File: src/rtl/interleave_fifo_ctrl.sv
// Round-robin interleaver/gatherer across NUM_BANKS FIFO banks.
// Optional level flags: define ILV_FIFO_LEVEL_FLAGS_EN.
module interleave_fifo_ctrl #(
    parameter int DATA_WIDTH     = 8,
    parameter int NUM_BANKS      = 2,
    parameter int BANK_DEPTH     = 256,
    parameter int LB_NUM_BANKS   = $clog2(NUM_BANKS),
    parameter int TOTAL_DEPTH    = NUM_BANKS*BANK_DEPTH+1,
    parameter int LB_TOTAL_DEPTH = $clog2(TOTAL_DEPTH)
`ifdef ILV_FIFO_LEVEL_FLAGS_EN
    ,
    parameter int AFULL_TH       = TOTAL_DEPTH-4,
    parameter int AEMPTY_TH      = 4
`endif
) (
    input  logic                            clk,
    input  logic                            rstn,
    input  logic [DATA_WIDTH-1:0]           in_data,
    input  logic                            in_valid,
    output logic                            in_ready,
    output logic [DATA_WIDTH-1:0]           out_data,
    output logic                            out_valid,
    input  logic                            out_ready,
    input  logic                            clear,
    output logic [LB_TOTAL_DEPTH:0]         count,
    output logic [NUM_BANKS*DATA_WIDTH-1:0] bank_in_data,
    output logic [NUM_BANKS-1:0]            bank_in_valid,
    input  logic [NUM_BANKS-1:0]            bank_in_ready,
    input  logic [NUM_BANKS*DATA_WIDTH-1:0] bank_out_data,
    input  logic [NUM_BANKS-1:0]            bank_out_valid,
    output logic [NUM_BANKS-1:0]            bank_out_ready,
    output logic                            bank_clear
`ifdef ILV_FIFO_LEVEL_FLAGS_EN
    ,
    output logic                            almost_full,
    output logic                            almost_empty
`endif
);

    localparam int CW = LB_TOTAL_DEPTH + 1;
    localparam logic [CW-1:0] FULL_CNT = CW'(TOTAL_DEPTH);
    localparam logic [LB_NUM_BANKS-1:0] SEL_LAST = LB_NUM_BANKS'(NUM_BANKS-1);

    logic [LB_NUM_BANKS-1:0] wr_sel_r;
    logic [LB_NUM_BANKS-1:0] rd_sel_r;
    logic [CW-1:0]           count_r;
    logic [CW-1:0]           count_nxt;
    logic [DATA_WIDTH-1:0]   bank_rd [NUM_BANKS];
    logic                    load;
    logic                    take;
    logic                    in_exec;
    logic                    out_exec;

    for (genvar g = 0; g < NUM_BANKS; g++) begin : g_slice
        assign bank_rd[g] = bank_out_data[g*DATA_WIDTH +: DATA_WIDTH];
    end

    assign bank_in_data = {NUM_BANKS{in_data}};
    assign bank_clear   = clear;
    assign load         = ~out_valid | out_ready;
    assign count        = count_r;
    assign in_exec      = in_valid & in_ready;
    assign out_exec     = out_valid & out_ready;

    // Steer handshakes to the currently selected write and read banks.
    always_comb begin
        bank_in_valid            = '0;
        bank_out_ready           = '0;
        bank_in_valid[wr_sel_r]  = in_valid & ~clear;
        bank_out_ready[rd_sel_r] = load & ~clear;
        in_ready = bank_in_ready[wr_sel_r] & (count_r < FULL_CNT) & ~clear;
        take     = bank_out_valid[rd_sel_r] & load & ~clear;
    end

    // Occupancy follows accepted writes minus delivered reads.
    always_comb begin
        count_nxt = count_r;
        unique case ({in_exec, out_exec})
            2'b10:   count_nxt = count_r + 1'b1;
            2'b01:   count_nxt = count_r - 1'b1;
            default: count_nxt = count_r;
        endcase
    end

    // Round-robin bank pointers; each wraps after the last bank.
    always_ff @(posedge clk or negedge rstn) begin
        if (!rstn) begin
            wr_sel_r <= '0;
            rd_sel_r <= '0;
        end else if (clear) begin
            wr_sel_r <= '0;
            rd_sel_r <= '0;
        end else begin
            if (in_exec)
                wr_sel_r <= (wr_sel_r == SEL_LAST) ? '0 : wr_sel_r + 1'b1;
            if (take)
                rd_sel_r <= (rd_sel_r == SEL_LAST) ? '0 : rd_sel_r + 1'b1;
        end
    end

    // Output register: load on take, drop when consumed, else hold.
    always_ff @(posedge clk or negedge rstn) begin
        if (!rstn) begin
            out_valid <= 1'b0;
            out_data  <= '0;
        end else if (clear) begin
            out_valid <= 1'b0;
            out_data  <= '0;
        end else if (take) begin
            out_valid <= 1'b1;
            out_data  <= bank_rd[rd_sel_r];
        end else if (out_ready) begin
            out_valid <= 1'b0;
        end
    end

    // Global occupancy register.
    always_ff @(posedge clk or negedge rstn) begin
        if (!rstn)
            count_r <= '0;
        else if (clear)
            count_r <= '0;
        else
            count_r <= count_nxt;
    end

`ifdef ILV_FIFO_LEVEL_FLAGS_EN
    // Level flags track the value count_r takes on the same edge.
    always_ff @(posedge clk or negedge rstn) begin
        if (!rstn) begin
            almost_full  <= 1'b0;
            almost_empty <= 1'b1;
        end else if (clear) begin
            almost_full  <= 1'b0;
            almost_empty <= 1'b1;
        end else begin
            almost_full  <= count_nxt >= CW'(AFULL_TH);
            almost_empty <= count_nxt <= CW'(AEMPTY_TH);
        end
    end
`endif

endmodule

File: config.mk
export PLATFORM = sky130hd
export DESIGN_NAME = interleave_fifo_ctrl
export DESIGN_NICKNAME = d
export VERILOG_FILES = /design/src/rtl/interleave_fifo_ctrl.sv
export SDC_FILE = /design/constraint.sdc
export NUM_CORES = 1
export LEC_CHECK = 0
export CAP_MARGIN = 20
export CORE_UTILIZATION = 42
export DETAILED_ROUTE_END_ITERATION = 7
export PLACE_DENSITY = 0.82
export SLEW_MARGIN = 20
export SYNTH_ARGS = -nofsm -noshare
export SYNTH_HDL_FRONTEND = slang
export SYNTH_SLANG_ARGS = --single-unit
File: constraint.sdc
create_clock -name clk -period 3.5 [get_ports clk]
set_clock_uncertainty 0.05 [all_clocks]
set_input_delay 0.35 -clock clk [delete_from_list [all_inputs] [get_ports clk]]
set_output_delay 0.35 -clock clk [all_outputs]
set_load 0.01 [all_outputs]
==> key figures, run 1 <==
Status
  • Outcome: finished, final reports clean

Floorplanning
  • Row count: 22
  • Initial cell density of the core: 44.4%
  • Die Span Y: 64.7 um
  • Horizontal extent of the die: 64.7 um
  • Std-Cell Core Area: 0.00372 mm2
  • Die ar.: 0.00418 mm2
  • Num ports: 75

Timing
  • Highest Clock Rate: 315 MHz
  • Normalized max-slew margin: 54.2%
  • Number of max-slew violations in the final report: 0
  • Setup repair after global routing missed its margin: no
  • Final worst path period need: 3.17 ns
  • Setup-violating endpoint count in the final report: 0
  • Final hold slack: 0.00372 ns
  • Final Hold Vio Count: 0
  • Final clock period utilization by the worst path: 90.6%
  • Setup total negative slack: 0 ns
  • Slew at the pin with the worst max-slew slack: 0.687 ns

Routing
  • Number of vias after detailed routing: 1387
  • Final routed wirelength across all metal layers: 3800 um
  • Avg Vias per Cell: 5.38
  • Pre-Repair DR Iteration Count: 4
  • Detailed-route DRC error count: 0
  • DRT antenna net count: 0
  • WL/cell: 14.7 um
  • Drt first-iter violations: 79

Final layout
  • Final antenna diode count: 0
  • Synth-to-layout area growth: 28.2%
  • Commonest cells after routing, fill and taps aside: sky130_fd_sc_hd__clkdlybuf4s50_1, sky130_fd_sc_hd__dfrtp_1, sky130_fd_sc_hd__nand2_1, sky130_fd_sc_hd__mux2i_1, sky130_fd_sc_hd__nor2_1
  • Layout cell share with drive strength beyond 1: 9.05%
  • Fill cell total of the finished layout: 336
  • # nets final: 255
  • Leading cell type in the layout, fill and taps excluded: sky130_fd_sc_hd__clkdlybuf4s50_1

Critical path
  • Worst Setup Path Type: reg -> reg
  • Cell family contributing the most delay on the critical path: compound AO/OA/AOI/OAI gates
  • Highest net fanout along the worst path: 15
  • Kind of end point of the critical path: flop
  • Crit-path max cell delay: 0.43 ns
  • RR Endpoint: count[9]
  • Required arrival time at the worst endpoint: 3.64 ns
  • Critical R2R Launch: count[6]
  • Number of buffers and inverters on the critical path: 0
  • Arrival @ worst endpoint: 3.31 ns
  • Setup slack, reg-to-reg: 0.33 ns
  • Logic depth of the worst register-to-register path: 9
  • Startpoint types: flop
  • Ordered cell list for the critical path: nor4_1, a31oi_1, o31a_4, ha_1, a21oi_1, a21boi_0, a2111oi_0, o31ai_1, mux2i_1
  • Crit path max-delay cell type: sky130_fd_sc_hd__dfrtp_1

Global route
  • Global-route wire length before repair: 6470 um
  • Remaining Overflow, GRT: 0
  • Vias in the first global route: 1427
  • Overall global routing resource usage: 19.9%
  • Maximum number of pins on one net before global-route repair: 23
  • Number of antenna violations at the first check in global routing: 0

Logic synthesis
  • Post-synth ARST share: 100%
  • Distinct cell type count after synthesis: 43
  • Flops & latches, synth: 22
  • Main flop type after synthesis: sky130_fd_sc_hd__dfrtp_1
  • Number of synthesized flops with an enable pin: 0
  • Avg Synthesized Cell Area: 9.43 um2
  • Synth warnings: 0
  • Summed instance area of the synthesized netlist: 0.00165 mm2
  • Gate count after technology mapping: 175
  • Syn Nets: 218
  • Sequential fraction of the synthesis area: 33.4%

Clock tree
  • Clock transition at the registers of the reported paths: 0.08 ns
  • CTS Hold Buffers Added: 0
  • Count of cells resized by post-cts repair: 0
  • Clock tree from TritonCTS: built
  • Deepest clock path buffer count: 2
  • Insertion delay of the later-clocked pin in the worst-skew pair: 0.26 ns
  • Number of buffers created by CTS: 3
  • Sink Count: 22
  • CTS HTree Levels: 1
  • Root buffer selected by CTS: sky130_fd_sc_hd__clkbuf_8
  • Number of post-CTS setup repair buffers: 0

Pwr
  • Power Dens Cells: 431 mW/mm2
  • Final total power: 0.000912 W
  • Cell leakage power: 0.915 nW
  • IR drop worst, VDD: 0.000301 V

Placement
  • Post-DP HPWL: 2930 um
  • Number of port buffers: 50
  • Routability congestion estimate from global placement: 0.778

Worst hold path
  • HP Class: in -> async

Run
  • Max-cap violations: 0
-- worst reg2reg max path: stages, from the launching register on --
cell	delay (ns)
sky130_fd_sc_hd__dfrtp_1	0.43
sky130_fd_sc_hd__nor4_1	0.43
sky130_fd_sc_hd__a31oi_1	0.24
sky130_fd_sc_hd__o31a_4	0.41
sky130_fd_sc_hd__ha_1	0.40
sky130_fd_sc_hd__a21oi_1	0.27
sky130_fd_sc_hd__a21boi_0	0.19
sky130_fd_sc_hd__a2111oi_0	0.43
sky130_fd_sc_hd__o31ai_1	0.14
sky130_fd_sc_hd__mux2i_1	0.13
-- stage by stage --
step | std cells | cell area (um2) | utilization [%] | worst slack [ns]
after floorplan | 175 | 1650 | - | 0.677
after global placement | 255 | 2080 | 56.0 | 0.231
after detailed placement | 255 | 2080 | 56.0 | 0.120
after CTS | 258 | 2120 | 57.1 | 0.341
after global routing | 258 | 2120 | 56.9 | 0.0106
final | 258 | 2120 | 56.9 | 0.328
-- state kept, by name (all words and copies together) (netlist names) --
| register | count |
|---|---|
| out_valid | 1 |
| count | 11 |
| rd_sel_r | 1 |
| wr_sel_r | 1 |
| out_data | 8 |
-- layer usage --
layer  part of all wire (%)  track usage (%)
met1                     45             25.2
met2                     49             34.2
met3                    4.3             4.23
met4                    1.1             5.00
met5                      0                0
-- cell families after synthesis --
| family | share of synthesized area [%] |
|---|---|
| adder cells (fa/ha/maj) | 8.04 |
| AND/OR/NAND/NOR | 17.1 |
| multiplexers | 12.8 |
| buffers and inverters | 10.5 |
| flip-flops | 33.4 |
| XOR/XNOR | 2.12 |
| AO/OA/AOI/OAI | 16.1 |
-- how the worst max path moves through the flow --
stage / startpoint / endpoint / slack, ns / depth (start not counted)
2_1_floorplan: clear / count[9] / 0.68 / 10
3_3_place_gp: clear / count[9] / 0.23 / 10
3_5_place_dp: clear / count[9] / 0.12 / 10
4_1_cts: count[6] / count[9] / 0.34 / 9
5_1_grt: count[6] / count[9] / 0.01 / 9
6_report: count[6] / count[9] / 0.33 / 9
-- cell usage after synthesis (2+ instances only) --
cell type / n / area share, %
sky130_fd_sc_hd__a21oi_1: 7 / 2.1
sky130_fd_sc_hd__buf_4: 17 / 7.7
sky130_fd_sc_hd__mux2i_1: 11 / 6.7
sky130_fd_sc_hd__xor2_1: 2 / 1.1
sky130_fd_sc_hd__mux2_2: 9 / 6.1
sky130_fd_sc_hd__nand4b_1: 2 / 1.1
sky130_fd_sc_hd__o21ai_0: 10 / 3.0
sky130_fd_sc_hd__nor3_1: 9 / 2.7
sky130_fd_sc_hd__a21o_1: 3 / 1.4
sky130_fd_sc_hd__xnor2_1: 2 / 1.1
sky130_fd_sc_hd__and3_1: 3 / 1.1
sky130_fd_sc_hd__nand2_1: 12 / 2.7
sky130_fd_sc_hd__nand2b_1: 3 / 1.1
sky130_fd_sc_hd__ha_1: 9 / 6.8
sky130_fd_sc_hd__a31oi_1: 2 / 0.76
sky130_fd_sc_hd__dfrtp_1: 22 / 33
sky130_fd_sc_hd__nor2b_1: 3 / 1.1
sky130_fd_sc_hd__nor2_1: 11 / 2.5
sky130_fd_sc_hd__a211oi_1: 4 / 1.8
sky130_fd_sc_hd__nand3_1: 2 / 0.61
sky130_fd_sc_hd__inv_1: 7 / 1.6
sky130_fd_sc_hd__o211ai_1: 3 / 1.4
sky130_fd_sc_hd__o21a_1: 2 / 0.91
-- layout make-up --
class | count | area, um2 | share of cell area [%]
clock buffer | 3 | 41.3 | 1.95
inverter | 7 | 26.3 | 1.24
multi-input combinational | 126 | 927 | 43.8
sequential | 22 | 551 | 26.0
tap | 48 | 60.1 | 2.84
timing repair buffer | 52 | 510 | 24.1
-- power by group --
part | switching, W | leakage (nW) | internal (W)
Combinational | 0.000195 | 0.600 | 0.000220
Sequential | 0.0000476 | 0.293 | 0.000296
Clock | 0.0000766 | 0.0216 | 0.0000767
(Power assumes the default switching activity.)
==> run 2: changes to the inputs <==
- SKIP_CTS_REPAIR_TIMING: not set -> 1
- SLEW_MARGIN: 20 -> not set
==> key figures, run 2 (synthesized netlist as in run 1, its figures left out) <==
Global route
  • Overall global routing resource usage: 19.9%
  • Vias in the first global route: 1427
  • Maximum number of pins on one net before global-route repair: 23
  • Global-route wire length before repair: 6470 um
  • Remaining Overflow, GRT: 0
  • Number of antenna violations at the first check in global routing: 0

Routing
  • Number of vias after detailed routing: 1405
  • WL/cell: 14.8 um
  • Drt first-iter violations: 85
  • Avg Vias per Cell: 5.42
  • Final routed wirelength across all metal layers: 3820 um
  • Pre-Repair DR Iteration Count: 4
  • Detailed-route DRC error count: 0
  • DRT antenna net count: 0

Floorplanning
  • Horizontal extent of the die: 64.7 um
  • Std-Cell Core Area: 0.00372 mm2
  • Num ports: 75
  • Die Span Y: 64.7 um
  • Row count: 22
  • Initial cell density of the core: 44.4%
  • Die ar.: 0.00418 mm2

Critical path
  • Ordered cell list for the critical path: nor4_1, a31oi_1, o31a_4, ha_1, a21oi_1, a21boi_0, a2111oi_0, o31ai_1, mux2i_1
  • Highest net fanout along the worst path: 15
  • Worst Setup Path Type: reg -> reg
  • Required arrival time at the worst endpoint: 3.64 ns
  • Arrival @ worst endpoint: 3.31 ns
  • Crit-path max cell delay: 0.44 ns
  • Crit path max-delay cell type: sky130_fd_sc_hd__nor4_1
  • Kind of end point of the critical path: flop
  • Setup slack, reg-to-reg: 0.33 ns
  • Startpoint types: flop

Timing
  • Highest Clock Rate: 315 MHz
  • Setup repair after global routing missed its margin: no
  • Setup total negative slack: 0 ns
  • Normalized max-slew margin: 54.5%
  • Final Hold Vio Count: 0
  • Final worst path period need: 3.17 ns
  • Slew at the pin with the worst max-slew slack: 0.683 ns
  • Number of max-slew violations in the final report: 0
  • Setup-violating endpoint count in the final report: 0
  • Final clock period utilization by the worst path: 90.6%

Clock tree
  • Root buffer selected by CTS: sky130_fd_sc_hd__clkbuf_8
  • Number of buffers created by CTS: 3
  • Clock tree from TritonCTS: built
  • Sink Count: 22
  • Deepest clock path buffer count: 2
  • CTS HTree Levels: 1
  • Clock transition at the registers of the reported paths: 0.08 ns
  • Insertion delay of the later-clocked pin in the worst-skew pair: 0.26 ns

Final layout
  • Layout cell share with drive strength beyond 1: 9.00%
  • Number of flip-flops under the largest register name: 11
  • # nets final: 256
  • Synth-to-layout area growth: 29.2%
  • Commonest cells after routing, fill and taps aside: sky130_fd_sc_hd__clkdlybuf4s50_1, sky130_fd_sc_hd__dfrtp_1, sky130_fd_sc_hd__nand2_1, sky130_fd_sc_hd__mux2i_1, sky130_fd_sc_hd__nor2_1
  • Non-filler instance count after layout: 259
  • Final antenna diode count: 0
  • Leading cell type in the layout, fill and taps excluded: sky130_fd_sc_hd__clkdlybuf4s50_1

Worst hold path
  • HP Class: in -> async

Pwr
  • Sequential cell fraction of total power: 37.5%
  • Cell leakage power: 0.921 nW
  • Internal power component: 0.000595 W
  • Power Dens Cells: 430 mW/mm2
  • Sw frac: 35.1%
  • NetSw: 0.000321 W
  • Clock network power share: 17.0%
  • Logic pwr share: 45.5%
  • IR drop worst, VDD: 0.000302 V

Placement
  • Routability congestion estimate from global placement: 0.778
  • Number of port buffers: 50
  • Post-DP HPWL: 2930 um
  • Placed cell count: 255

Status
  • Outcome: finished, final reports clean

Run
  • Max-cap violations: 0
run 2: cell count changes in the layout (fill, tap and decap cells not counted):
cell,change
sky130_fd_sc_hd__clkdlybuf4s50_1,+1
sky130_fd_sc_hd__buf_6,+1
sky130_fd_sc_hd__buf_2,-1
run 2: per-layer routing:
layer | GRT usage [%] | vias up | part of all wire, %
li1 | - | 694 | -
met1 | 25.2 | 672 | 44
met2 | 34.2 | 35 | 51
met3 | 4.23 | 4 | 4.5
met4 | 5.00 | 0 | 1.1
met5 | 0 | - | 0
run 2: worst max-delay path: cells and delay by family (launching register included):
family,cells,cell delay [ns]
and+or+nand+nor,1,0.44
AOI/OAI and AO/OA,6,1.66
DFF,1,0.42
muxes,1,0.13
adders and majority gates,1,0.39
run 2: final timing paths:
path	from	cells after the start	to
worst min register to register	out_data[4]	2	out_data[4]
max in group asynchronous	rstn	2	count[10]
worst max register to register	count[6]	9	count[9]
worst min-delay path	rstn	1	out_data[0]
min in group clk	out_data[4]	2	out_data[4]
worst max-delay path	count[6]	9	count[9]
run 2: cell type report:
class	count	area (um2)
clock buffer	3	41.3
multi-input combinational	126	927
tap	48	60.1
inverter	7	26.3
fill	333	1580
timing repair buffer	53	527
sequential	22	551
run 2: metrics by stage:
step | area, um2 | total power, W | utilization, % | setup WS (ns) | hold slack [ns]
4_1_cts | 2120 | 0.000921 | 57.1 | 0.341 | 0.444
6_report | 2130 | 0.000916 | 57.4 | 0.328 | 0.397
2_1_floorplan | 1650 | 0.000604 | - | 0.677 | 0.00441
5_1_grt | 2130 | 0.000986 | 57.4 | 0.0106 | 0.430
3_3_place_gp | 2080 | 0.000755 | 56.0 | 0.231 | 0.416
3_5_place_dp | 2080 | 0.000762 | 56.0 | 0.120 | 0.426
run 2: power groups by stage:
stage	clock network [W]	logic [W]	registers (W)
finish	0.000155	0.000417	0.000344
CTS	0.000160	0.000417	0.000344
global placement	0	0.000408	0.000348
floorplan	0	0.000248	0.000356
global route	0.000173	0.000461	0.000352
detailed placement	0	0.000412	0.000350
==> run 3: changes to the inputs <==
- CTS_CLUSTER_DIAMETER: not set -> 200
==> results of run 3 <==
Same layout as run 2: the final DEF is identical, and so are final timing and power.
